## src/rtl/reg_writeback_sequencer.sv

```systemverilog
// reg_writeback_sequencer: queues execute/memory results and issues them as register-file write beats.
// Optional build macro WB_FWD_EN adds the fwd_valid1/2 and fwd_data1/2 forwarding outputs.
// Ports:
//   clk, reset (sync, active-high).
//   wb_* : upstream result handshake; kind 00 none, 01 R0 only, 10 Rd only, 11 Rd then R0.
//   write_reg/write_data/r0/reg_write : write-port beats (11 Rd, 01 R0, 00 idle).
//   read_reg1/2 -> hazard1/2 : decode-stage hazard check against pending writes.
//   busy : queue non-empty or a beat is presented.
// Latency is one cycle from accept into an empty queue to the first beat.
// wb_ready is deasserted while the queue holds DEPTH entries.
module reg_writeback_sequencer #(
  parameter int DEPTH = 2
) (
  input  logic        clk,
  input  logic        reset,
  input  logic        wb_valid,
  output logic        wb_ready,
  input  logic [1:0]  wb_kind,
  input  logic [3:0]  wb_rd,
  input  logic [15:0] wb_data,
  input  logic [15:0] wb_r0_data,
  output logic [4:0]  write_reg,
  output logic [15:0] write_data,
  output logic [15:0] r0,
  output logic [1:0]  reg_write,
  input  logic [4:0]  read_reg1,
  input  logic [4:0]  read_reg2,
  output logic        hazard1,
  output logic        hazard2,
  output logic        busy
`ifdef WB_FWD_EN
  ,
  output logic        fwd_valid1,
  output logic        fwd_valid2,
  output logic [15:0] fwd_data1,
  output logic [15:0] fwd_data2
`endif
);

  typedef struct packed {
    logic [1:0]  kind;
    logic [3:0]  rd;
    logic [15:0] data;
    logic [15:0] r0_data;
  } entry_t;

  typedef enum logic [1:0] {
    IDLE    = 2'd0,
    BEAT_RD = 2'd1,
    BEAT_R0 = 2'd2
  } state_t;

  // Storage is sized for the largest legal DEPTH so 2-bit pointers index it cleanly.
  entry_t     mem [0:3];
  logic [1:0] rd_ptr, wr_ptr, rd_ptr_adv;
  logic [2:0] count, count_next;
  state_t     state, state_next;

  entry_t     head, in_entry, nxt_head, beat_src;
  logic       push, pop, last_beat;
  logic       continue_r0;

  function automatic logic [1:0] wrap_inc(input logic [1:0] p);
    return (p == 2'(DEPTH - 1)) ? 2'd0 : p + 2'd1;
  endfunction

  assign wb_ready = (count != 3'(DEPTH));
  assign head     = mem[rd_ptr];
  assign in_entry = '{kind: wb_kind, rd: wb_rd, data: wb_data, r0_data: wb_r0_data};

  // The head entry stays queued while its beats are presented; it pops at the
  // edge that ends its last beat, so queued entries are exactly the pending ones.
  always_comb begin
    last_beat   = 1'b0;
    continue_r0 = 1'b0;
    push        = 1'b0;
    pop         = 1'b0;
    rd_ptr_adv  = rd_ptr;
    count_next  = count;
    nxt_head    = in_entry;
    beat_src    = in_entry;
    state_next  = IDLE;

    continue_r0 = (state == BEAT_RD) && (head.kind == 2'b11);
    last_beat   = (state == BEAT_R0) || ((state == BEAT_RD) && !continue_r0);
    pop         = last_beat;
    push        = wb_valid && wb_ready && (wb_kind != 2'b00);
    rd_ptr_adv  = pop ? wrap_inc(rd_ptr) : rd_ptr;
    count_next  = count + {2'b00, push} - {2'b00, pop};

    // Next entry to present: the remaining queue head, or the incoming result
    // when the queue would otherwise be empty (one-cycle latency path).
    if ((count - {2'b00, pop}) != 3'd0) nxt_head = mem[rd_ptr_adv];
    else                                nxt_head = in_entry;

    if (continue_r0) begin
      state_next = BEAT_R0;
      beat_src   = head;
    end else if (count_next != 3'd0) begin
      state_next = nxt_head.kind[1] ? BEAT_RD : BEAT_R0;
      beat_src   = nxt_head;
    end else begin
      state_next = IDLE;
    end
  end

  always_ff @(posedge clk) begin
    if (reset) state <= IDLE;
    else       state <= state_next;
  end

  always_ff @(posedge clk) begin
    if (reset) begin
      rd_ptr <= 2'd0;
      wr_ptr <= 2'd0;
      count  <= 3'd0;
    end else begin
      if (push) begin
        mem[wr_ptr] <= in_entry;
        wr_ptr      <= wrap_inc(wr_ptr);
      end
      rd_ptr <= rd_ptr_adv;
      count  <= count_next;
    end
  end

  // Beat registers: address/data hold their last beat's value between beats.
  always_ff @(posedge clk) begin
    if (reset) begin
      reg_write  <= 2'b00;
      write_reg  <= 5'd0;
      write_data <= 16'd0;
      r0         <= 16'd0;
      busy       <= 1'b0;
    end else begin
      busy <= (count_next != 3'd0);
      case (state_next)
        BEAT_RD: begin
          reg_write  <= 2'b11;
          write_reg  <= {1'b0, beat_src.rd};
          write_data <= beat_src.data;
        end
        BEAT_R0: begin
          reg_write <= 2'b01;
          r0        <= beat_src.r0_data;
        end
        default: reg_write <= 2'b00;
      endcase
    end
  end

  // Hazards scan oldest to youngest so a later match overwrites the forwarded
  // value; within one entry the R0 beat follows the Rd beat.
  always_comb begin
    entry_t     e;
    logic [2:0] s;
    logic       rd_pend, r0_pend, m1_rd, m1_r0, m2_rd, m2_r0;
    e       = '0;
    s       = 3'd0;
    rd_pend = 1'b0;
    r0_pend = 1'b0;
    m1_rd   = 1'b0;
    m1_r0   = 1'b0;
    m2_rd   = 1'b0;
    m2_r0   = 1'b0;
    hazard1 = 1'b0;
    hazard2 = 1'b0;
`ifdef WB_FWD_EN
    fwd_valid1 = 1'b0;
    fwd_valid2 = 1'b0;
    fwd_data1  = 16'd0;
    fwd_data2  = 16'd0;
`endif
    for (int i = 0; i < DEPTH; i++) begin
      if (i < int'(count)) begin
        s = {1'b0, rd_ptr} + 3'(i);
        if (s >= 3'(DEPTH)) s = s - 3'(DEPTH);
        e = mem[s[1:0]];
        // The head's Rd beat has retired once it is presenting its R0 beat.
        rd_pend = e.kind[1] && !((i == 0) && (state == BEAT_R0));
        r0_pend = e.kind[0];
        m1_rd   = rd_pend && (read_reg1 == {1'b0, e.rd});
        m1_r0   = r0_pend && (read_reg1 == 5'd0);
        m2_rd   = rd_pend && (read_reg2 == {1'b0, e.rd});
        m2_r0   = r0_pend && (read_reg2 == 5'd0);
        if (m1_rd || m1_r0) hazard1 = 1'b1;
        if (m2_rd || m2_r0) hazard2 = 1'b1;
`ifdef WB_FWD_EN
        if (m1_rd) fwd_data1 = e.data;
        if (m1_r0) fwd_data1 = e.r0_data;
        if (m2_rd) fwd_data2 = e.data;
        if (m2_r0) fwd_data2 = e.r0_data;
`endif
      end
    end
`ifdef WB_FWD_EN
    fwd_valid1 = hazard1;
    fwd_valid2 = hazard2;
`endif
  end

endmodule

```

## config.mk

```make
export PLATFORM = sky130hd
export DESIGN_NAME = reg_writeback_sequencer
export DESIGN_NICKNAME = d
export VERILOG_FILES = /design/src/rtl/reg_writeback_sequencer.sv
export SDC_FILE = /design/constraint.sdc
export NUM_CORES = 1
export LEC_CHECK = 0
export ABC_AREA = 1
export ABC_CLOCK_PERIOD_IN_PS = 6300
export CAP_MARGIN = 10
export CORE_ASPECT_RATIO = 0.9
export CORE_UTILIZATION = 57
export DETAILED_ROUTE_END_ITERATION = 10
export PLACE_DENSITY = 0.8
export SLEW_MARGIN = 20
export SYNTH_ARGS = -nofsm -noshare
export SYNTH_HDL_FRONTEND = slang
export SYNTH_SLANG_ARGS = --single-unit
export TNS_END_PERCENT = 30
```

## constraint.sdc

```tcl
create_clock -name clk -period 6.3 [get_ports clk]
set_clock_uncertainty 0.15 [all_clocks]
set_input_delay 1.26 -clock clk [delete_from_list [all_inputs] [get_ports clk]]
set_output_delay 1.26 -clock clk [all_outputs]
set_load 0.03 [all_outputs]
```

Word level (Yosys, flattened, before mapping)
Memory sizes are Yosys's and may differ from the RTL's. A register that Yosys moved wholly into a read port is not among the register bits.
Cells that the tools add are included.
- flip-flop bits (word level): 48
- memories kept: 1
- output and inout bits: 43
- bits in writable memories: 152
- memories (name ; words ; width ; rd ports ; clocked after Yosys merged registers in ; wr ports ; RTL line ; text):
    mem ; 4 ; 38 ; 4 ; 1 ; 1 ; 54 ; entry_t mem [0:3];
- $lt $le $gt $ge: 4
- reductions and logical operators: 25
- add/subtract/negate cells: 8
- eq/ne operators: 12
- mux-type cells: 26
- operator list (kind ; count):
    two-way mux 36 bit ; 2
    two-way mux 38 bit ; 1
    two-way mux 2 bit ; 11
    equality test 5 x 4 -> 1 bit ; 4
    logical AND 1 bit ; 13
    two-way mux 1 bit ; 11
    logical NOT 5 bit ; 2
    equality test 2 x 1 -> 1 bit, second input constant ; 4
    equality test 2 bit, second input constant ; 3
    < comparator 1 x 3 -> 1 bit, first input constant ; 2
    nonzero test 3 bit ; 2
    subtractor 3 x 1 -> 3 bit ; 2
    logical OR 1 bit ; 5
    adder 2 x 1 -> 2 bit, second input constant ; 2
    one-hot mux 2 bit (2 select lines) ; 1
    subtractor 2 bit, second input constant ; 2
    adder 2 x 1 -> 3 bit, second input constant ; 1
    adder 3 x 1 -> 3 bit ; 1
    greater-or-equal comparator 3 x 2 -> 1 bit, second input constant ; 1
    != test 3 x 2 -> 1 bit, second input constant ; 1
    greater-or-equal comparator 2 bit, second input constant ; 1
    logical NOT 1 bit ; 2
    nonzero test 2 bit ; 1

Longest topological paths before layout
Gate-level depths: netlist of the first run.
- depth in word-level cells: 13
- mapped depth: 23
- depth with buffers taken out: 21

Worst setup path after synthesis of the first run
OpenSTA, ideal clock, no wires.
- path kind: input -> register
- start: input port reset
- end: memory mem[0][0] (netlist bit) (enable)
- path slack: 1.132 ns
- cell stages on the path: 5
- data required time: 5.669 ns
- arrival: 4.537 ns
- cell sequence: clkbuf_1 -> inv_1 -> clkbuf_1 -> nand2_1 -> nor3_1
- longest elaborated chain between the ends: 2
- ends and longest elaborated chain (what ; RTL line ; text):
    from (decl) ; 15 ; input logic reset,
    two-way mux 1 bit ; 113 ; if (reset) begin
    two-way mux 1 bit (implied by the code) ; 119 ; mem[wr_ptr] <= in_entry;
    to (decl) ; 54 ;
No other way between the ends.

Final worst setup path of the first run
- start: input port wb_kind[1]
- end: register write_data[14]
- longest elaborated chain between the ends: 8
- elaborated cells between the ends (all ways): 12
- those cells by class: add/sub (2); eq/ne (1); mux (6); reduce/logical (3)
- ends and longest elaborated chain (what ; RTL line ; text):
    from (decl) ; 18 ; input logic [1:0] wb_kind,
    nonzero test 2 bit ; 87 ; push = wb_valid && wb_ready && (wb_kind != 2'b00);
    logical AND 1 bit ; 87 ;
    adder 3 x 1 -> 3 bit ; 89 ; count_next = count + {2'b00, push} - {2'b00, pop};
    subtractor 3 x 1 -> 3 bit ; 89 ;
    nonzero test 3 bit ; 99 ; end else if (count_next != 3'd0) begin
    two-way mux 2 bit ; 99 ;
    two-way mux 2 bit ; 96 ; if (continue_r0) begin
    equality test 2 x 1 -> 1 bit ; 137 ; case (state_next)
    to (signal assigned) ; 141 ; write_data <= beat_src.data;
    to (decl) ; 23 ; output logic [15:0] write_data,
Several ways; a longest one is shown, not always the timed one.
A chain may end at the register's enable or synchronous reset.

==> results of run 1 <==
[Yosys cell counts]
cell and n:
o21bai_1 1, o21ai_0 59, ha_1 4, buf_4 2, nand3_2 3, or2_2 20
a21boi_0 1, inv_2 2, xor2_1 8, a21o_1 16, nor3b_1 1, a21oi_1 42
o211ai_1 7, buf_2 16, buf_1 3, o221ai_1 16, nand2_4 3, clkbuf_1 27
o22ai_1 1, xnor2_1 2, conb_1 1, fa_1 1, nand3_4 1, nor3_1 11
clkinv_1 2, inv_1 150, nor4_1 1, edfxtp_1 152, nand3_1 83, nand2_1 271
nand4_1 3, nor2_1 113, nand2_2 6, buf_6 5, dfxtp_1 48, a211oi_1 1
[logic make-up (layout without fill, tap and decap cells)]
kind of cell | Yosys count | after routing | share of synthesized area [%]
other | 1 | 1 | 0.03921
flip-flops | 200 | 200 | 57.77
AND/OR/NAND/NOR | 516 | 516 | 22.88
adder cells (fa/ha/maj) | 5 | 5 | 0.7326
buffers and inverters | 207 | 293 | 8.804
XOR/XNOR | 10 | 10 | 0.9158
AO/OA/AOI/OAI | 144 | 144 | 8.857
[cell type report]
class / count / area [um2] / area share (%)
multi-input cells: 676 / 3224 / 28.85
flip-flops and latches: 200 / 5525 / 49.44
clock buffers: 19 / 432.9 / 3.874
repair buffers: 107 / 1046 / 9.360
inverters: 154 / 578.1 / 5.172
clock inverters: 13 / 110.1 / 0.9852
well taps: 207 / 259.0 / 2.318
[metrics by stage]
stage | instance area [um2] | instances | hold slack (ns) | setup WS (ns) | utilization [%]
final | 11180 | 1376 | 0.3588 | 1.123 | 68.58
after detailed placement | 10630 | 1344 | 0.3471 | 0.7706 | 65.22
after global placement | 10630 | 1344 | 0.3459 | 0.9630 | 65.22
after global routing | 11180 | 1376 | 0.4056 | 0.8276 | 68.58
after CTS | 11170 | 1376 | 0.3576 | 1.212 | 68.55
after floorplan | 9564 | 1083 | 0.3052 | 1.132 | -
[power groups by stage]
stage | Sequential [uW] | Combinational [uW] | Clock (uW)
floorplan | 1850 | 2100 | 0
global placement | 1680 | 2910 | 0
detailed placement | 1680 | 2970 | 0
CTS | 1660 | 3000 | 1020
global route | 1670 | 3360 | 1080
finish | 1660 | 3020 | 1020
[how the worst min path moves through the flow]
stage / start / end / slack [ns] / cells past startpoint
floorplan: wr_ptr[0] / wr_ptr[0] / 0.31 / 1
global placement: wr_ptr[1] / wr_ptr[1] / 0.35 / 2
detailed placement: r0[0] / r0[0] / 0.35 / 4
CTS: wr_ptr[1] / wr_ptr[1] / 0.36 / 2
global route: wr_ptr[1] / wr_ptr[1] / 0.41 / 2
finish: wr_ptr[1] / wr_ptr[1] / 0.36 / 2
[critical path, stage by stage]
cell and delay, ns:
clkdlybuf4s50_1 0.59, nor2_1 0.08, nor3_1 0.46, inv_1 0.09, ha_1 0.29, inv_1 0.04
ha_1 0.19, fa_1 0.41, xnor2_1 0.15, nor3_1 0.28, inv_1 0.14, nand2_1 0.10
inv_2 0.37, buf_4 0.37, or2_2 0.29, a21oi_1 0.16, nor2_1 0.06
[layer usage]
layer / vias to the layer above / GRT usage, %
met4: 0 / 11.17
met2: 306 / 44.94
met5: - / 0
met1: 3463 / 35.33
li1: 3662 / -
met3: 41 / 4.806
==> Flow_metrics.wiki, run 1 <==
{| class="wikitable"
! Metric !! Value
|-
| Number of cells on the worst reg-to-reg path || 18
|-
| Hold/Removal Path Class || reg2reg
|-
| DRC violation total after the first TritonRoute iteration || 859
|-
| Area share of the leading cell type in the synthesized netlist || 47.72%
|-
| Violations in the final reports || design-rule violations
|-
| Final-report setup violation count || 0
|-
| VDD IR-drop max || 0.5399 mV
|-
| Average cell area after synthesis || 8.831 um2
|-
| Count of max-cap constraint violations || 0
|-
| Standard-cell rows || 44
|-
| Total routing resource utilization after global routing || 27.11%
|-
| Drt drc || 13
|-
| Syn Std Cell Area || 9564 um2
|-
| RSZ-0062 raised after global routing || no
|-
| Number of inserted diodes || 0
|-
| Clock latency of the later-clocked register in the worst-skew pair || 0.44 ns
|-
| Internal power || 3097 uW
|-
| Min cycle time layout || 5.177 ns
|-
| Worst setup SP type || input port
|-
| Tightest slew margin relative to the limit || 25.64%
|-
| Overall die area || 17,300 um2
|-
| Number of buffers created by CTS || 17
|-
| Origin of the critical flop-to-flop path || rd_ptr[0]
|-
| Power after layout || 5690 uW
|-
| Buffers inserted by post-CTS timing repair || 0
|-
| Post-synthesis net count || 1,139
|-
| Final Hold Violating Endpoints || 0
|-
| Leakage component of the power || 0.004705 uW
|-
| Total count of max-transition violations in the final report || 0
|-
| I/O pin cnt || 94
|-
| Commonest non-fill, non-tap cell in the layout || nand2_1
|-
| GP Congestion || 0.8618
|-
| Grt total ovfl || 0
|-
| Gate count of the mapped netlist || 1,083
|-
| Length of routed wiring on met1 || 9695 um
|-
| Origin of the worst setup path || wb_kind[1]
|-
| Highest layer used for signal routing || met4
|-
| Die boundary width || 138.5 um
|-
| Biggest area contributors in the synthesized netlist || edfxtp_1, nand2_1, dfxtp_1, inv_1, nor2_1
|-
| Core footprint || 16,300 um2
|-
| Biggest register || mem
|-
| Height of the die || 124.9 um
|-
| Routed length per placed instance || 16.25 um
|-
| R2R Path End || write_data[14]
|-
| Via count of the first global-routing pass || 7,200
|-
| Transition time at the pin with the least slew margin || 1.109 ns
|-
| Max reg flops || 152
|-
| Wire length of the first global-routing pass || 36,230 um
|-
| Proportion of synthesized chip area in sequential cells || 57.77%
|-
| Detailed route wirelength on metal2 || 10,600 um
|-
| Net count of the finished layout || 1,212
|-
| Clock root buffer || clkbuf_16
|-
| Effective utilization at floorplan || 58.69%
|-
| Antenna Violating Nets Remaining || 0
|-
| Critical Path Sink Type || register
|-
| Mean number of vias per cell || 5.430
|-
| Registers with the highest flip-flop counts || mem x152, r0 x16, write_data x16
|-
| Synth unique cells || 36
|-
| FILL cells || 1,255
|-
| Portion of total power attributed to combinational logic || 53.1%
|-
| Total power divided by cell area || 509.1 nW/um2
|-
| Clock-pin slew on the worst setup and hold paths || 0.07 ns
|-
| Most frequent cells in the layout || nand2_1, edfxtp_1, inv_1, nor2_1, clkdlybuf4s50_1
|-
| Flop2flop setup slack || 1.86 ns
|-
| Post-cts resize count || 0
|-
| Switching component of the power || 2592 uW
|-
| Clock sink count || 200
|-
| Warning count from the yosys run || 0
|-
| Maximum number of pins on one net before global-route repair || 59
|-
| CTS tree || yes
|-
| Arrival @ worst endpoint || 5.35 ns
|-
| Worst setup path endpoint || write_data[14]
|-
| Maximum number of buffers from clock root to sink || 2
|-
| Proportion of power drawn by flip-flops and latches || 29.1%
|-
| Signed area change from the synthesized netlist to the final layout || 16.85%
|-
| Maximum level of the CTS H-tree || 4
|-
| Top fanout value on the critical path || 58
|-
| Dpl hpwl || 12,900 um
|-
| Final wirelength || 22,360 um
|-
| Required time reported for the critical path endpoint || 6.48 ns
|-
| Share of cells above drive strength 1 || 7.357%
|-
| Count of buffers from port buffering || 92
|-
| Share of the clock period used by the worst path || 82.18%
|-
| Number of storage elements in the synthesis netlist || 200
|-
| Switching power as a share of total power || 45.56%
|-
| Clock share of power || 17.8%
|-
| Number of detailed-route iterations in the first pass || 8
|-
| Number of vias in the routed layout || 7,472
|-
| Met3 WL || 1559 um
|-
| Initial antenna violation count || 0
|-
| Status || complete, but fails checks
|-
| Total Negative Setup Slacks || 0 ns
|-
| Peak Freq || 193.2 MHz
|-
| Cell type with the highest aggregate area in the netlist || edfxtp_1
|-
| Number of buffers inserted by hold repair at cts || 0
|-
| Type of the worst setup path || in2reg
|}
Note: power is estimated with default switching activity, not from simulation.
==> inputs of run 2 (changes only) <==
- ABC_CLOCK_PERIOD_IN_PS: 6300 -> 5200
- clock period: 6.3 -> 5.2 ns (I/O delays scaled with it)
==> Flow_metrics.wiki, run 2 (synthesis results as in run 1) <==
{| class="wikitable"
! Metric !! Value
|-
| Status || complete, but fails checks
|-
| Violations in the final reports || design-rule violations
|-
| Peak Freq || 227.5 MHz
|-
| Effective utilization at floorplan || 58.69% (unchanged)
|-
| Number of detailed-route iterations in the first pass || 8 (unchanged)
|-
| Transition time at the pin with the least slew margin || 0.6855 ns (-0.4239 ns)
|-
| Max reg flops || 152 (unchanged)
|-
| Total routing resource utilization after global routing || 26.21% (-0.91 points)
|-
| Final Hold Violating Endpoints || 0 (unchanged)
|-
| Buffers inserted by post-CTS timing repair || 0 (unchanged)
|-
| Mean number of vias per cell || 5.344 (-1.6%)
|-
| Number of cells on the worst reg-to-reg path || 18 (unchanged)
|-
| Tightest slew margin relative to the limit || 54.19% (+29 points)
|-
| Core footprint || 16,300 um2 (unchanged)
|-
| Cells traversed along the worst timing path || inv_2 > nor2_1 > nand2_1 > o211ai_1 > o21ai_0 > nor3_1 > nand4_1 > a21boi_0 > o21bai_1 > clkdlybuf4s50_1
|-
| Top fanout value on the critical path || 13 (-78%)
|-
| Standard-cell rows || 44 (unchanged)
|-
| GP Congestion || 0.8646 (+0.32%)
|-
| Arrival @ worst endpoint || 3.21 ns (-2.14 ns)
|-
| Wire length of the first global-routing pass || 35,220 um (-2.8%)
|-
| Registers with the highest flip-flop counts || mem x152, r0 x16, write_data x16
|-
| Max stage delay on crit path || 0.68 ns (+0.09 ns)
|-
| Clock root buffer || clkbuf_16
|-
| Count of max-cap constraint violations || 0 (unchanged)
|-
| VDD IR-drop max || 0.3298 mV (-39%)
|-
| Clock sink count || 200 (unchanged)
|-
| Leakage component of the power || 0.004731 uW (+0.55%)
|-
| Total power divided by cell area || 617.4 nW/um2 (+21%)
|-
| Setup ws final || 0.8044 ns (-0.3183 ns)
|-
| Dpl hpwl || 13,430 um (+4.2%)
|-
| FILL cells || 1,219 (-2.9%)
|-
| Via count of the first global-routing pass || 7,079 (-1.7%)
|-
| Kind of cell adding the most delay to the critical path || buffers and inverters
|-
| Count of buffers from port buffering || 92 (unchanged)
|-
| Critical Path Sink Type || output port
|-
| Final wirelength || 21,870 um (-2.2%)
|-
| Number of buffers inserted by hold repair at cts || 0 (unchanged)
|-
| Drt drc || 12 (-1)
|-
| Grt total ovfl || 0 (unchanged)
|-
| Share of the clock period used by the worst path || 84.53%
|-
| Min cycle time layout || 4.396 ns
|-
| Clock-pin slew on the worst setup and hold paths || 0.07 ns (about the same)
|-
| Overall die area || 17,300 um2 (unchanged)
|-
| Routed length per placed instance || 15.82 um (-2.6%)
|-
| Number of vias in the routed layout || 7,386 (-1.2%)
|-
| Logic depth of the worst setup path including buffers || 10 (-7)
|-
| Peak-usage layer in the global routing report || met2
|-
| Signed area change from the synthesized netlist to the final layout || 17.30%
|-
| Met3 Track Usage GR || 3.806% (-1.0 points)
|-
| Post-cts resize count || 0 (unchanged)
|-
| Final-report setup violation count || 0 (unchanged)
|-
| Most frequent cells in the layout || nand2_1, edfxtp_1, inv_1, nor2_1, clkdlybuf4s50_1
|-
| Initial antenna violation count || 0 (unchanged)
|-
| Pre-CTS setup slack || 0.4023 ns (-0.3683 ns)
|-
| RSZ-0062 raised after global routing || no
|-
| Global-route met1 utilization || 34.37% (-0.96 points)
|-
| Worst setup SP type || register
|-
| Net count of the finished layout || 1,218 (+0.50%)
|-
| Antenna Violating Nets Remaining || 0 (unchanged)
|-
| Maximum number of pins on one net before global-route repair || 56 (-5.1%)
|-
| Required time reported for the critical path endpoint || 4.01 ns (-2.47 ns)
|-
| Hold/Removal Path Class || reg2reg
|-
| Biggest register || mem
|-
| I/O pin cnt || 94 (unchanged)
|-
| Maximum level of the CTS H-tree || 4 (unchanged)
|-
| Buf+Inv Stages, Crit Path || 2 (-4)
|-
| CP max-delay cell || clkdlybuf4s50_1
|-
| DRC violation total after the first TritonRoute iteration || 718 (-16%)
|-
| Maximum number of buffers from clock root to sink || 2 (unchanged)
|-
| Clock latency of the later-clocked register in the worst-skew pair || 0.44 ns (about the same)
|-
| Total Negative Setup Slacks || 0 ns (unchanged)
|-
| CTS tree || yes
|-
| Global-route met2 utilization || 44.07% (-0.87 points)
|-
| Type of the worst setup path || reg2out
|-
| Number of cells on the worst hold path || 4 (+2)
|-
| Height of the die || 124.9 um (unchanged)
|-
| Total count of max-transition violations in the final report || 0 (unchanged)
|-
| Die boundary width || 138.5 um (unchanged)
|-
| Commonest non-fill, non-tap cell in the layout || nand2_1
|-
| Share of cells above drive strength 1 || 7.745% (+0.39 points)
|-
| Number of buffers created by CTS || 17 (unchanged)
|-
| Number of inserted diodes || 0 (unchanged)
|}
run 2: changes by cell type in the layout (fill, tap and decap cells not counted), sizes merged:
| cell | change |
|---|---|
| clkinvlp | +1 |
| buf | +6 |
| inv | -1 |
run 2: final timing paths:
| kind | start | end | slack [ns] |
|---|---|---|---|
| min reg2reg | r0[3] | r0[3] | 0.36 |
| min | r0[3] | r0[3] | 0.36 |
| max | rd_ptr[0] | hazard2 | 0.80 |
| max reg2reg | rd_ptr[0] | write_reg[2] | 1.16 |
run 2: per-layer routing:
metal  vias up  routed length (um)
met4         0                 357
li1       3672                   -
met2       274               10470
met3        33                1449
met1      3407                9592
met5         -                   0
run 2: report_power, final:
| group | leakage, uW | total (uW) | internal (uW) | switching, uW |
|---|---|---|---|---|
| clock network | 0.000256 | 1210 | 617 | 597 |
| registers | 0.00177 | 2010 | 1910 | 95.3 |
| logic | 0.00270 | 3710 | 1300 | 2400 |
run 2: worst register-to-register path, cell delays in order, from the launching register on:
cell     delay, ns
dfxtp_1       0.63
inv_2         0.21
nand2_1       0.10
nand2_1       0.11
nand3_2       0.13
nand3_4       0.10
nand2_4       0.11
ha_1          0.23
inv_1         0.06
ha_1          0.16
fa_1          0.44
nor3_1        0.33
inv_1         0.15
nand2_1       0.12
inv_2         0.16
buf_4         0.27
or2_2         0.30
a21oi_1       0.14
nor2_1        0.06
run 2: cell type report:
| class | instances | area (um2) | share of cell area, % |
|---|---|---|---|
| Sequential cell | 200 | 5525 | 49.25 |
| Tap cell | 207 | 259.0 | 2.309 |
| Inverter | 154 | 578.1 | 5.153 |
| Clock inverter | 13 | 95.09 | 0.8476 |
| Timing Repair Buffer | 113 | 1104 | 9.837 |
| Clock buffer | 19 | 432.9 | 3.859 |
| Multi-Input combinational cell | 676 | 3224 | 28.74 |
run 2: metrics by stage:
| step | cells | total power (uW) | area, um2 | util [%] | hold WS [ns] |
|---|---|---|---|---|---|
| floorplan | 1083 | 4785 | 9564 | - | 0.3052 |
| global route | 1382 | 7446 | 11220 | 68.84 | 0.3863 |
| finish | 1382 | 6926 | 11220 | 68.84 | 0.3626 |
| detailed placement | 1350 | 5710 | 10690 | 65.57 | 0.3487 |
| CTS | 1382 | 6923 | 11210 | 68.81 | 0.3620 |
| global placement | 1350 | 5631 | 10690 | 65.57 | 0.3432 |
==> inputs of run 3 (changes only) <==
- ABC_CLOCK_PERIOD_IN_PS: 5200 -> 3900
- CORE_UTILIZATION: 57 -> 52
- PLACE_DENSITY: 0.8 -> 0.77
- clock period: 5.2 -> 3.9 ns (I/O delays scaled with it)
==> Flow_metrics.wiki, run 3 (synthesis results as in run 1) <==
{| class="wikitable"
! Metric !! Value
|-
| Status || finished clean
|-
| Number of detailed-route iterations in the first pass || 5 (-3)
|-
| Arrival @ worst endpoint || 3.82 ns (+0.61 ns)
|-
| Initial antenna violation count || 0 (unchanged)
|-
| Overall die area || 18,940 um2 (+9.5%)
|-
| Worst setup SP type || input port
|-
| Clock root buffer || clkbuf_16
|-
| Peak Freq || 274.5 MHz
|-
| Final-report setup violation count || 0 (unchanged)
|-
| Tightest slew margin relative to the limit || 53.20% (-0.99 points)
|-
| Effective utilization at floorplan || 53.78% (-4.9 points)
|-
| Commonest non-fill, non-tap cell in the layout || nand2_1
|-
| Number of cells on the worst reg-to-reg path || 22 (+4)
|-
| Registers with the highest flip-flop counts || mem x152, r0 x16, write_data x16
|-
| Max reg flops || 152 (unchanged)
|-
| Core footprint || 17,780 um2 (+9.1%)
|-
| Wire length of the first global-routing pass || 34,910 um (-0.90%)
|-
| Total count of max-transition violations in the final report || 0 (unchanged)
|-
| Cells traversed along the worst timing path || clkdlybuf4s50_1 > nor2_1 > nor3_1 > inv_1 > ha_1 > inv_1 > ha_1 > fa_1 > xnor2_1 > nor3_1 > inv_1 > nand2_1 > inv_2 > buf_4 > o21ai_0 > inv_1 > nand2_1 > nand2_1 > nor2_1 > nor2_1
|-
| Share of cells above drive strength 1 || 9.175% (+1.4 points)
|-
| Maximum level of the CTS H-tree || 4 (unchanged)
|-
| Final wirelength || 22,020 um (+0.70%)
|-
| DRC violation total after the first TritonRoute iteration || 556 (-23%)
|-
| Total routing resource utilization after global routing || 23.79% (-2.4 points)
|-
| Number of buffers created by CTS || 17 (unchanged)
|-
| Type of the worst setup path || in2reg
|-
| Count of max-cap constraint violations || 0 (unchanged)
|-
| CP max-delay cell || clkdlybuf4s50_1
|-
| Hold/Removal Path Class || reg2reg
|-
| Buffers inserted by post-CTS timing repair || 0 (unchanged)
|-
| CTS tree || yes
|-
| Number of vias in the routed layout || 7,493 (+1.4%)
|-
| Maximum number of buffers from clock root to sink || 2 (unchanged)
|-
| Signed area change from the synthesized netlist to the final layout || 19.79%
|-
| Maximum number of pins on one net before global-route repair || 42 (-25%)
|-
| Cell seen most often among critical-path stages || inv_1
|-
| Biggest register || mem
|-
| Leakage component of the power || 0.004846 uW (+2.4%)
|-
| Total power divided by cell area || 855.9 nW/um2 (+39%)
|-
| Share of the clock period used by the worst path || 93.40%
|-
| Routed length per placed instance || 15.42 um (-2.5%)
|-
| Core occupancy in the finished layout || 64.42% (-4.4 points)
|-
| Antenna Violating Nets Remaining || 0 (unchanged)
|-
| Height of the die || 130.7 um (+4.6%)
|-
| Standard-cell rows || 46 (+4.5%)
|-
| Drt drc || 0 (-12)
|-
| RSZ-0062 raised after global routing || no
|-
| Grt total ovfl || 0 (unchanged)
|-
| Final Hold Violating Endpoints || 0 (unchanged)
|-
| Power after layout || 9806 uW (+42%)
|-
| Net count of the finished layout || 1,231 (+1.1%)
|-
| Count of buffers from port buffering || 92 (unchanged)
|-
| Clock latency of the later-clocked register in the worst-skew pair || 0.43 ns (about the same)
|-
| VDD IR-drop max || 0.7933 mV (+140%)
|-
| Number of inserted diodes || 0 (unchanged)
|-
| Required time reported for the critical path endpoint || 4.08 ns (+0.07 ns)
|-
| Clock sink count || 200 (unchanged)
|-
| Number of cells on the worst hold path || 2 (-2)
|-
| Transition time at the pin with the least slew margin || 0.7004 ns (+0.01486 ns)
|-
| I/O pin cnt || 94 (unchanged)
|-
| Dpl hpwl || 13,800 um (+2.7%)
|-
| Clock-pin slew on the worst setup and hold paths || 0.07 ns (about the same)
|-
| Via count of the first global-routing pass || 6,917 (-2.3%)
|-
| Top fanout value on the critical path || 14 (+1)
|-
| Most frequent cells in the layout || nand2_1, edfxtp_1, inv_1, nor2_1, clkdlybuf4s50_1
|-
| Mean number of vias per cell || 5.247 (-1.8%)
|-
| Die boundary width || 145.0 um (+4.6%)
|-
| GP Congestion || 0.8311 (-3.9%)
|-
| Critical Path Sink Type || register
|-
| Min cycle time layout || 3.643 ns
|-
| Max stage delay on crit path || 0.48 ns (-0.20 ns)
|}
run 3: through the flow:
step	instance area (um2)	hold WS, ns	instances	setup slack [ns]	setup TNS, ns
after floorplan	9564	0.3052	1083	-0.7880	-108.64
after global placement	10870	0.3454	1396	-0.1473	-3.540
after detailed placement	10870	0.3532	1396	-0.1949	-5.483
after CTS	11450	0.3657	1428	0.1470	0
after global routing	11460	0.3965	1428	0.03289	0
final	11460	0.3634	1428	0.2573	0
run 3: worst paths after layout:
check	start	end	slack (ns)
hold reg to reg	wr_ptr[1]	wr_ptr[1]	0.36
setup reg to reg	rd_ptr[0]	r0[11]	0.35
hold / removal	wr_ptr[1]	wr_ptr[1]	0.36
setup / recovery	wb_kind[1]	r0[11]	0.26
run 3: critical path, delay by kind of cell:
family	cells	cell delay, ns
buf+inv	7	1.04
fa+ha+maj	3	0.85
simple gates	8	0.83
compound gates	1	0.17
xor+xnor	1	0.15
run 3: layout make-up:
cell class	instances	area, um2
Fill cell	1369	6327
Timing Repair Buffer	126	1246
Sequential cell	200	5527
Multi-Input combinational cell	676	3217
Clock buffer	17	425.4
Inverter	154	580.6
Tap cell	240	300.3
Clock inverter	15	161.4
run 3: layer usage:
| layer | track usage [%] | wire [um] | vias up |
|---|---|---|---|
| met1 | 31.52 | 9537 | 3477 |
| met2 | 39.82 | 10670 | 284 |
| li1 | - | - | 3711 |
| met4 | 8.385 | 251 | 0 |
| met5 | 0 | 0 | - |
| met3 | 4.271 | 1562 | 21 |
run 3: repair_timing:
item	in CTS	in global routing
endpoints found under the setup margin	0	36
hold buffers	0	0
gates resized for setup	0	2
run 3: power by group:
| part | internal (uW) | leakage [uW] | switching [uW] |
|---|---|---|---|
| sequential | 2550 | 0.00177 | 126 |
| clock | 911 | 0.000286 | 833 |
| combinational | 2100 | 0.00279 | 3290 |
==> RTL change 1 (config.mk and constraints of run 2) <==
Set the parameter `DEPTH` to 4 (it was 2). Comments in the files are not updated.
--- a/src/rtl/reg_writeback_sequencer.sv
+++ b/src/rtl/reg_writeback_sequencer.sv
@@ -9,7 +9,7 @@
 // Latency is one cycle from accept into an empty queue to the first beat.
 // wb_ready is deasserted while the queue holds DEPTH entries.
 module reg_writeback_sequencer #(
-  parameter int DEPTH = 2
+  parameter int DEPTH = 4
 ) (
   input  logic        clk,
   input  logic        reset,
Check against the original RTL: not equivalent (Yosys sat finds a counterexample within 4 cycles, from zero or initial values and one cycle with reset high).
==> RTL change 1 against run 2 <==
Sequential share of layout area shrank 3.6 points. Setup slack got worse by 480 ps. Clock power is 9.9% higher. Wire length up 16%. Cell area rose by 7.8%. Total power rose by 21%. Area after synthesis grew 8.8%. Sequential power rose by 2%. Non-clock buffer count fell by 4. Sequential cell count did not move. First-iteration DRC count up 24%. Critical path type unchanged. Critical endpoint is now hazard1. Largest cell class unchanged.
==> RTL change 1: results (changes against run 2) <==
Power
  • Lkg Pwr: 5.16 nW (+9.1%)
  • Power per Cell Area: 693 nW/um2 (+12%)
  • Peak VDD IR: 0.525 mV (+59%)
  • Combinational fraction of design power: 0.596 (+0.061)
  • Switching Share: 0.493 (+0.0463)
  • Sequential power: 2.05 mW (+2%)
  • Net Sw Power: 4.13 mW (+34%)

Cells and area
  • # fillers: 1,390 (+14%)
  • Proportion of layout cells with a drive suffix above 1: 0.0650 (-0.0125)
  • Buffers, non-clock: 109 (-3.5%)
  • Seq area share: 0.457 (-0.0357)
  • Multi-In Gates: 794 (+17%)
  • Synth-to-Final Area Change: 16.2%
  • Multi-input combinational area share: 0.316 (+0.0284)
  • Non-clock inverter total of the final layout: 204 (+32%)
  • Clk tree area frac: 0.0513 (+0.00423)

Placed design
  • Port Buf Inserts: 92 (unchanged)
  • HPWL after detailed placement: 15.0 mm (+12%)
  • Place WS: 261 ps (-141 ps)
  • Routability cong.: 0.890 (+2.9%)
  • Dpl cell area: 11,500 um2 (+7.4%)
  • Inst Count DP: 1,547 (+15%)

Routing
  • Detail Route met2 WL: 11.9 mm (+14%)
  • Detailed-route wire length: 25.3 mm (+16%)
  • Iter 0 DRT Violations: 893 (+24%)
  • Met3 routed wirelength: 2.30 mm (+59%)
  • Wire per inst: 16.0 um (+1.1%)
  • Wire length on met1: 10.6 mm (+10%)
  • Via density: 5.40 (+1.1%)

Synthesis
  • Synth cell count leaders: nand2_1, inv_1, edfxtp_1
  • Syn Nets: 1,332 (+17%)
  • Synth top area cells: edfxtp_1, nand2_1, dfxtp_1
  • Register area share after synthesis: 0.531 (-0.0469)
  • Avg Synthesized Cell Area: 8.20 um2 (-7.2%)
  • Netlist cell types: 38 (+5.6%)

Run status
  • Run status: completed

Critical path
  • Path depth of the worst reg2reg path: 22 (+4)
  • Endpoint of the worst-slack reg-to-reg timing path: r0[15]$_SDFFE_PP0N_
  • Worst Path Max Fanout: 30 (+17)
  • Crit path capture: hazard1
  • CP arrival: 3690 ps (+480 ps)
  • WS Path Type: reg2out
  • Reg2Reg Setup Slack: 420 ps (-740 ps)

Global route
  • Met3 usage: 0.0587 (+0.0207)
  • Number of global-route vias before repair: 7,800 (+10%)
  • Gr usage total: 0.281 (+0.0190)
  • Grt met1 use: 0.362 (+0.0187)
  • First-pass GRT wire length: 39.8 mm (+13%)
  • Largest net degree at the start of global routing: 47 (-16%)

Timing
  • WHS: 363 ps (+0.0860 ps)
  • Final setup slack of the worst path: 322 ps (-482 ps)
  • Actual slew at the worst max-slew pin: 924 ps (+238 ps)

Worst hold path
  • Hold Crit Endpoint: r0[1]$_SDFFE_PP0N_
  • Hold Crit Depth: 4 (unchanged)
  • Hold path start: r0[1]$_SDFFE_PP0N_
RTL change 1: changes by cell type in the layout (fill, tap and decap cells not counted), moves of 26 or more:
cell             run 2  this run
inv_1              150       201
nand2_1            270       337
nor2_1             113        87
o211ai_1             7        41
o21ai_0             59        89
RTL change 1: logic make-up (layout without fill, tap and decap cells):
| kind of cell | after synthesis | after routing | share of synthesized area |
|---|---|---|---|
| muxes | 4 | 4 | 0.00385 |
| AOI/OAI and AO/OA | 201 | 201 | 0.110 |
| adders and majority gates | 11 | 11 | 0.0139 |
| DFF | 200 | 200 | 0.531 |
| other | 1 | 1 | 0.000360 |
| and+or+nand+nor | 562 | 562 | 0.222 |
| buffers and inverters | 276 | 345 | 0.106 |
| xor gates and xnor gates | 15 | 15 | 0.0126 |
RTL change 1: tightest hold or removal path, delay by kind of cell, from the launching register on:
family | cells | cell delay (ps)
flops | 1 | 310
simple gates | 3 | 120
buf+inv | 1 | 40
==> RTL change 2 (config.mk and constraints of run 2) <==
Without the edit above. The 3 states of `state_t` get a one-hot encoding in 3 bits.
--- a/src/rtl/reg_writeback_sequencer.sv
+++ b/src/rtl/reg_writeback_sequencer.sv
@@ -44,10 +44,10 @@
     logic [15:0] r0_data;
   } entry_t;
 
-  typedef enum logic [1:0] {
-    IDLE    = 2'd0,
-    BEAT_RD = 2'd1,
-    BEAT_R0 = 2'd2
+  typedef enum logic [2:0] {
+    IDLE    = 3'b001,
+    BEAT_RD = 3'b010,
+    BEAT_R0 = 3'b100
   } state_t;
 
   // Storage is sized for the largest legal DEPTH so 2-bit pointers index it cleanly.
Behaviour: same outputs for any inputs over 4 cycles, from zero or initial values and one cycle with reset high; so few cycles prove little.
==> RTL change 2 against run 2 <==
The flow still finishes with violations (DRC). Total power decreased by 6.4%. Setup slack got worse by 230 ps. First-iteration DRC count decreased by 8.6%. Non-clock buffer count decreased by 3. Area after synthesis increased by 0.61%. Count of clock-buffer cells in the layout increased by 11. Wire length increased by 2.0%. Sequential cell count increased by 1. Cell area increased by 1.6%. Largest cell class unchanged.
==> RTL change 2: results (changes against run 2) <==
Routing
  • Pre-antenna DRT Iters: 10 (+2)
  • Wire length on met1: 9.44 mm (-1.6%)
  • Detailed-route wire length: 22.3 mm (+2.0%)
  • Via density: 5.42 (+1.4%)
  • Detail Route met2 WL: 10.7 mm (+2.6%)
  • Residual DRC: 5 (-7)
  • Iter 0 DRT Violations: 656 (-8.6%)
  • Wire per inst: 15.9 um (+0.66%)
  • Met3 routed wirelength: 1.71 mm (+18%)

Cells and area
  • # fillers: 1,228 (+0.74%)
  • Proportion of layout cells with a drive suffix above 1: 0.0729 (-0.00452)
  • Nets@finish: 1,233 (+1.2%)

Placed design
  • Dpl cell area: 10,700 um2 (+0.16%)
  • Place WS: 603 ps (+201 ps)
  • Port Buf Inserts: 92 (unchanged)
  • Inst Count DP: 1,360 (+0.74%)
  • HPWL after detailed placement: 13.1 mm (-2.2%)

Timing
  • WHS: 359 ps (-3.83 ps)
  • Actual slew at the worst max-slew pin: 765 ps (+79.4 ps)

Synthesis
  • Syn Nets: 1,152 (+1.1%)
  • Synth cell count leaders: nand2_1, inv_1, edfxtp_1
  • Netlist cell types: 37 (+2.8%)
  • Avg Synthesized Cell Area: 8.78 um2 (-0.58%)
  • Synth top area cells: edfxtp_1, nand2_1, dfxtp_1
  • Register area share after synthesis: 0.576 (-0.00145)
  • Yosys reg bits: 201 (+0.50%)

Worst hold path
  • Hold path start: r0[6]$_SDFFE_PP0N_
  • Hold Crit Endpoint: r0[6]$_SDFFE_PP0N_
  • Hold WC Path Type: reg2reg

Critical path
  • Path depth of the worst reg2reg path: 21 (+3)
  • Reg2Reg Setup Slack: 1220 ps (+60 ps)
  • CP arrival: 3440 ps (+230 ps)
  • Worst Path Max Fanout: 16 (+3)

Clock tree
  • Post-cts sizing count: 0 (unchanged)
  • Number of H-tree levels: 1 (-3)
  • Clock Path Buffers: 3 (+1)
  • Worst-skew pair later-pin latency: 500 ps (+60 ps)
  • Total CTS buffers: 22 (+5)

Global route
  • Gr usage total: 0.260 (-0.00208)
  • Number of global-route vias before repair: 7,141 (+0.88%)

Power
  • Internal power: 3.80 mW (-0.81%)
  • Clock power share: 0.230 (+0.055)
  • Peak VDD IR: 0.384 mV (+16%)
  • Switching Share: 0.414 (-0.0333)

Run status
  • Failing checks: DRC
  • Run status: finished, violations left
-- RTL change 2: cell count changes after synthesis, moves of 3 or more --
| cell | change |
|---|---|
| a21o_1 | -7 |
| a21oi_1 | -3 |
| clkbuf_1 | -3 |
| inv_1 | +9 |
| nand2_1 | +25 |
| nand2_2 | -3 |
| nand4_1 | -3 |
| nor2_1 | -9 |
| o211ai_1 | +5 |
| or2_2 | -3 |
-- RTL change 2: kinds of logic after synthesis --
| kind of cell | Yosys count | synth area share |
|---|---|---|
| compound gates | 142 | 0.0874 |
| xor+xnor | 8 | 0.00728 |
| fa+ha+maj | 5 | 0.00728 |
| buf+inv | 215 | 0.0905 |
| flops | 201 | 0.576 |
| other cells | 1 | 0.000390 |
| simple gates | 524 | 0.231 |
-- RTL change 2: routing by layer --
layer | global-route usage | up-vias
li1 | - | 3720
met1 | 0.349 | 3522
met2 | 0.440 | 313
met3 | 0.0322 | 33
met4 | 0.0882 | 0
met5 | 0 | -
-- RTL change 2: worst max path at each step --
stage	from	end	slack [ps]	depth (start not counted)
6_report	rd_ptr[0]$_SDFF_PP0_	hazard1	570	11
5_1_grt	rd_ptr[0]$_SDFF_PP0_	hazard2	300	11
4_1_cts	rd_ptr[0]$_SDFF_PP0_	hazard1	590	11
3_5_place_dp	wb_kind[0]	r0[0]$_SDFFE_PP0N_	600	19
3_3_place_gp	wb_kind[0]	r0[0]$_SDFFE_PP0N_	700	19
2_1_floorplan	reset	mem[0][0]$_DFFE_PP_	250	5
-- RTL change 2: cell type report --
cell class | count | share of cell area
Multi-Input combinational cell | 680 | 0.283
Timing Repair Buffer | 110 | 0.0926
Tap cell | 207 | 0.0227
Clock buffer | 30 | 0.0535
Clock inverter | 10 | 0.00790
Sequential cell | 201 | 0.486
Inverter | 162 | 0.0538
